`config.mk`:
```
export PLATFORM = sky130hd
export DESIGN_NAME = divider_n_core
export DESIGN_NICKNAME = d
export VERILOG_FILES = /design/src/rtl/divider_pkg.sv /design/src/rtl/divider_n_step.sv /design/src/rtl/divider_n_core.sv
export SDC_FILE = /design/constraint.sdc
export NUM_CORES = 1
export LEC_CHECK = 0
export BUFFER_PORTS_ARGS = -buffer_cell sky130_fd_sc_hd__buf_2
export CAP_MARGIN = 20
export CELL_PAD_IN_SITES_DETAIL_PLACEMENT = 1
export CELL_PAD_IN_SITES_GLOBAL_PLACEMENT = 1
export CORE_MARGIN = 2
export CORE_UTILIZATION = 42
export CTS_CLUSTER_SIZE = 40
export DETAILED_ROUTE_END_ITERATION = 7
export PLACE_DENSITY_LB_ADDON = 0.1
export SYNTH_ARGS = -nofsm -noshare
export SYNTH_HDL_FRONTEND = slang
export SYNTH_HIERARCHICAL = 1
export SYNTH_SLANG_ARGS = --single-unit
```
`constraint.sdc`:
```
create_clock -name Clk -period 3.9 [get_ports Clk]
set_clock_uncertainty 0.2 [all_clocks]
set_input_delay 0.975 -clock Clk [delete_from_list [all_inputs] [get_ports Clk]]
set_output_delay 0.975 -clock Clk [all_outputs]
set_load 0.005 [all_outputs]
```
`src/rtl/divider_pkg.sv`:
```
// Shared state encoding and mode selectors for the WIDTH-bit divider core.
package divider_pkg;

    // One-hot so each bit can drive its state LED directly.
    typedef enum logic [2:0] {
        QI = 3'b001,
        QC = 3'b010,
        QD = 3'b100
    } state_t;

    localparam int MODE_REPSUB   = 0;
    localparam int MODE_SHIFTSUB = 1;

endpackage

```
`src/rtl/divider_n_step.sv`:
```
// Combinational compare/subtract on WIDTH+1-bit operands, shared by both divide modes.
module divider_n_step #(
    parameter int WIDTH = 8
) (
    input  logic [WIDTH:0] a,
    input  logic [WIDTH:0] b,
    output logic           ge,
    output logic [WIDTH:0] diff
);

    assign ge   = (a >= b);
    assign diff = a - b;

endmodule

```
`src/rtl/divider_n_core.sv`:
```
// Unsigned WIDTH-bit divider with Start/Ack handshake; MODE picks repetitive
// subtraction (quotient+1 clocks) or restoring shift-subtract (WIDTH clocks).
module divider_n_core
    import divider_pkg::*;
#(
    parameter int WIDTH = 8,
    parameter int MODE  = 0
) (
    input  logic             Clk,
    input  logic             Reset_n,
    input  logic [WIDTH-1:0] Xin,
    input  logic [WIDTH-1:0] Yin,
    input  logic             Start,
    input  logic             Ack,
    output logic [WIDTH-1:0] Quotient,
    output logic [WIDTH-1:0] Remainder,
    output logic             Done,
    output logic             DivByZero,
    output logic             Qi,
    output logic             Qc,
    output logic             Qd
);

    localparam int CW = $clog2(WIDTH + 1);

    state_t           state_reg;
    logic [WIDTH-1:0] x_reg, y_reg, r_reg;
    logic [WIDTH-1:0] quotient_reg, remainder_reg;
    logic             dbz_reg;
    logic [CW-1:0]    count_reg;

    logic [WIDTH:0]   step_a, step_b, step_diff;
    logic             step_ge;
    logic [WIDTH-1:0] x_next, r_next, q_next, rem_next;
    logic [CW-1:0]    count_next;
    logic             finish;

    assign step_b = {1'b0, y_reg};

    divider_n_step #(.WIDTH(WIDTH)) u_step (
        .a    (step_a),
        .b    (step_b),
        .ge   (step_ge),
        .diff (step_diff)
    );

    generate
        if (MODE == MODE_SHIFTSUB) begin : g_shiftsub
            // r_reg is the partial remainder; x_reg shifts the dividend out MSB first.
            assign step_a = {r_reg, x_reg[WIDTH-1]};

            always_comb begin
                x_next     = {x_reg[WIDTH-2:0], 1'b0};
                r_next     = step_ge ? step_diff[WIDTH-1:0] : step_a[WIDTH-1:0];
                q_next     = {quotient_reg[WIDTH-2:0], step_ge};
                rem_next   = r_next;
                count_next = count_reg + 1'b1;
                finish     = (count_reg == CW'(WIDTH - 1));
                if (y_reg == '0) begin
                    q_next   = '1;
                    rem_next = x_reg;
                    finish   = 1'b1;
                end
            end
        end else begin : g_repsub
            // r_reg is the running dividend, reduced by Y once per clock.
            assign step_a = {1'b0, r_reg};

            always_comb begin
                x_next     = x_reg;
                r_next     = r_reg;
                q_next     = quotient_reg;
                rem_next   = remainder_reg;
                count_next = count_reg;
                finish     = 1'b0;
                if (y_reg == '0) begin
                    q_next   = '1;
                    rem_next = x_reg;
                    finish   = 1'b1;
                end else if (step_ge) begin
                    r_next = step_diff[WIDTH-1:0];
                    q_next = quotient_reg + 1'b1;
                end else begin
                    rem_next = r_reg;
                    finish   = 1'b1;
                end
            end
        end
    endgenerate

    always_ff @(posedge Clk) begin
        if (!Reset_n) begin
            state_reg     <= QI;
            x_reg         <= '0;
            y_reg         <= '0;
            r_reg         <= '0;
            quotient_reg  <= '0;
            remainder_reg <= '0;
            dbz_reg       <= 1'b0;
            count_reg     <= '0;
        end else begin
            case (state_reg)
                QI: begin
                    if (Start) begin
                        x_reg        <= Xin;
                        y_reg        <= Yin;
                        r_reg        <= (MODE == MODE_SHIFTSUB) ? '0 : Xin;
                        quotient_reg <= '0;
                        dbz_reg      <= (Yin == '0);
                        count_reg    <= '0;
                        state_reg    <= QC;
                    end
                end
                QC: begin
                    x_reg         <= x_next;
                    r_reg         <= r_next;
                    quotient_reg  <= q_next;
                    remainder_reg <= rem_next;
                    count_reg     <= count_next;
                    if (finish) begin
                        state_reg <= QD;
                    end
                end
                QD: begin
                    if (Ack) begin
                        state_reg <= QI;
                    end
                end
                default: state_reg <= QI;
            endcase
        end
    end

    assign Quotient  = quotient_reg;
    assign Remainder = remainder_reg;
    assign DivByZero = dbz_reg;
    assign Qi        = (state_reg == QI);
    assign Qc        = (state_reg == QC);
    assign Qd        = (state_reg == QD);
    assign Done      = Qd;

endmodule

```
== Word level (Yosys, flattened, before mapping) ==
Cells that the tools add are included.

* Equality and inequality tests: 10
* Order comparisons: 1
* Reduce and logical (&&, ||, !) cells: 8
* Mux-type cells: 16
* $add $sub $neg: 2

{| class="wikitable"
|+ Operators by type and width
! cell !! number
|-
| $mux 8 || 8
|-
| $pmux 8 s2 || 2
|-
| $logic_not 8->1 || 2
|-
| $mux 3 || 3
|-
| $pmux 3 s3 || 1
|-
| $add 8x1->8 const B || 1
|-
| $ge 8x8->1 || 1
|-
| $sub 8x8->8 || 1
|-
| $ne 2x1->1 const B || 3
|-
| $ne 2x2->1 const B || 3
|-
| $reduce_and 3->1 || 2
|-
| $reduce_and 2->1 || 2
|-
| $reduce_and 4->1 || 1
|-
| $eq 3x1->1 const B || 1
|-
| $eq 3x2->1 const B || 1
|-
| $eq 3x3->1 const B || 1
|-
| $ne 3x1->1 const B || 1
|-
| $mux 1 || 2
|-
| $reduce_bool 2->1 || 1
|}

* Input bits: 20
* Output and inout port bits: 21
* Logic and storage cells: 44
* Register bits: 44

== Logic depth before layout (Yosys ltp) ==
* Depth after elaboration: 5
* Gate-level depth with buffers: 12
* Mapped depth without buffers: 11

== Modules after synthesis ==
The synthesis kept the hierarchy.

{| class="wikitable"
|+ Modules (own cells, without submodules)
! module !! cells each !! instances !! area each (µm²)
|-
| divider_n_core || 263 || 1 || 2,183.3
|-
| divider_n_step || 65 || 1 || 434.2
|}

== Worst setup path after synthesis ==
Ideal clock, no wire load.

* Path kind: reg2reg
* Start point: register y_reg[1]
* End point: register quotient_reg[3] (netlist: Quotient[3])
* Period minus slack after synthesis: 2.844 ns
* Slack: 1.056 ns
* Library setup time: 0.119 ns
* Data arrival time: 2.526 ns
* Stages on the path, launching flop included: 11
* Buffers on the path: 0
* Data required time: 3.581 ns
* Cells stage by stage: dfxtp_1 > inv_1 > ha_1 > a21boi_0 > or3_1 > o211ai_1 > a31oi_1 > or4b_1 > a21oi_1 > nor3_1 > o221a_2

* Longest elaborated chain between the ends: 3
* Elaborated cells on any way between the ends: 6

{| class="wikitable"
|+ RTL lines
! element !! line !! RTL
|-
| from (decl) || divider_n_core.sv:27 || <nowiki>logic [WIDTH-1:0] x_reg, y_reg, r_reg;</nowiki>
|-
| from (signal assigned) || divider_n_core.sv:106 || <nowiki>y_reg <= Yin;</nowiki>
|-
| $ge 8x8->1 || divider_n_step.sv:11 || <nowiki>assign ge = (a >= b);</nowiki>
|-
| named net step_ge || divider_n_core.sv:33 || <nowiki>logic step_ge;</nowiki>
|-
| $ne 3x1->1 (no line) || n/a ||
|-
| $reduce_and 3->1 (no line) || n/a ||
|-
| to (signal assigned) || divider_n_core.sv:117 || <nowiki>quotient_reg <= q_next;</nowiki>
|-
| to (decl) || divider_n_core.sv:28 || <nowiki>logic [WIDTH-1:0] quotient_reg, remainder_reg;</nowiki>
|}

The timed path passes the listed nets, and every way through them passes these cells.
A chain may end at the register's enable or synchronous reset.

== Final worst setup path ==
Same ends and word-level chain as after synthesis.

==> flow_summary.yaml <==
global_routing:
  antenna_found_initial: 0
  use_met3_pct: 3.59
  grt.busiest_layer: "met2"
  grt-ovfl-total: 0
  grt_util_met1_pct: 35.9
  grt_pass1_vias: 2522
  grt_usage_pct: 25.2
  grt_pass1_wl_um: 13000
  grt_use_met2_pct: 40.6
  grt_max_degree: 29
routing:
  via_per_inst: 5.82
  initialDrtViolationCount: 91
  drc_errors: 0
  antenna_left: 0
  dr.pass1.iters: 4
  vias: 2501
  wl_um: 7840
  routedWlPerCell_um: 18.2
critical_path:
  reg2regPathDepth: 10
  crit_fanout: 5
  worstPathArrival_ns: 3.00
  path_class: "reg2reg"
  rrSetupSlack_ns: 0.91
  startpoint_type: "flop"
  reg2reg_from: "y_reg[1]$_SDFFE_PN0P_"
  setup.worst_path.start: "y_reg[1]$_SDFFE_PN0P_"
  required_ns: 3.90
  endpoint: "Quotient[3]$_SDFFE_PN0P_"
  cp-end-kind: "flop"
  rr_endpoint: "Quotient[3]$_SDFFE_PN0P_"
cells_and_area:
  fin_util_pct: 49.2
  final_area_mm2: 0.00291
  nFillCells: 771
  nNetsFinal: 385
  diodes: 0
  area_growth_pct: 13.0
  drive_gt1_share_pct: 18.0
flow_run:
  drv_cap: 0
synthesis:
  synth.avg_cell_area_um2: 8.03
  yosys_warnings: 6
  syn_area_mm2: 0.00258
  postSynthCellCount: 321
timing:
  hold_viol: 0
  grt_setup_unrepaired: "false"
  setup_violations: 0
  fin_crit_sh_pct: 76.7
  hold-worst-slack_ns: 0.260
  fmax_mhz: 334
  tightestPinTransition_ns: 0.656
  period_needed_ns: 2.99
  max_slew_margin_pct: 55.9
  timing.setup.tns_ns: 0
  drv_slew: 0
place:
  hpwl_um: 5720
  routabilityCongestion: 0.835
  place.port_buffers: 40
  postPlaceCellArea_mm2: 0.00282
clock_tree:
  cts.sinks: 44
  cts_root_buf: "clkbuf_8"
  post_cts_resized: 0
  cts_tree: "done"
  holdBufCountCts: 0
  clockBufferDepth: 2
  cts_buffers: 5
  insertion_delay_ns: 0.31
  path_clk_slew_ns: 0.09
  htreeDepth: 2
  post_cts_buffers: 0
die:
  dieHeight_um: 82.3
  die_w_um: 82.3
  core-area_mm2: 0.00592
  start_util_pct: 43.5
  num_rows: 28
  io_pins: 41
  dieArea_mm2: 0.00678
power_and_ir_drop:
  ir_drop_mv: 0.254
  leakage_nw: 1.14
  cellPowerDensity_mw_per_mm2: 418
  p_total_mw: 1.22
worst_hold_path:
  hp-start: "DivByZero$_SDFFE_PN0P_"
  hold_path_class: "reg2reg"
status:
  status: "complete, no violations"
==> stage by stage <==
step	std cells	worst slack, ns
finish	430	0.909
global route	430	0.685
CTS	430	0.899
detailed placement	422	0.914
global placement	422	0.999
floorplan	322	1.06
==> area by class of cell <==
type,instances,area (µm²),area share (%)
Multi-Input combinational cell,241,1540,52.9
Sequential cell,44,881,30.3
Timing Repair Buffer,45,238,8.17
Tap cell,75,93.8,3.22
Clock buffer,6,82.6,2.84
Inverter,17,63.8,2.19
Clock inverter,2,13.8,0.473
==> worst max-delay path: stages (launching register included) <==
cell	delay (ns)
dfxtp_1	0.44
inv_1	0.07
ha_1	0.29
a21boi_0	0.13
or3_1	0.30
o211ai_1	0.10
a31oi_1	0.14
or4b_1	0.56
a21oi_1	0.33
nor3_1	0.09
o221a_2	0.25
==> worst min path at each step <==
stage	slack (ns)	end	depth (start not counted)
floorplan	0.24	x_next[0]$_SDFFE_PN0P_	2
global placement	0.24	DivByZero$_SDFFE_PN0P_	2
detailed placement	0.25	DivByZero$_SDFFE_PN0P_	2
CTS	0.27	x_next[0]$_SDFFE_PN0P_	2
global route	0.29	x_next[0]$_SDFFE_PN0P_	2
finish	0.26	DivByZero$_SDFFE_PN0P_	2
==> layout by cell type (no fill, tap or decap), drive strengths merged, types with 3 or more instances in the layout <==
master	count
a211oi	3
a21boi	9
a21oi	40
buf	45
clkbuf	6
dfxtp	44
ha	10
inv	17
mux2i	8
nand2	39
nand3	13
nand4	8
nor2	10
nor2b	13
nor3	3
nor4	4
o21a	9
o21ai	21
o31ai	9
or4	3
xnor2	6
==> power by group <==
group	total (mW)	switching, mW	leakage, nW	internal, mW
combinational	0.386	0.237	0.725	0.149
sequential	0.510	0.0315	0.359	0.479
clock	0.321	0.176	0.0516	0.145
==> per-layer routing <==
layer	vias to the layer above	share of wire, %
met1	1220	48
met3	6	4.7
met4	0	1.1
met5	-	0
li1	1213	-
met2	62	46
(Power assumes the default switching activity.)
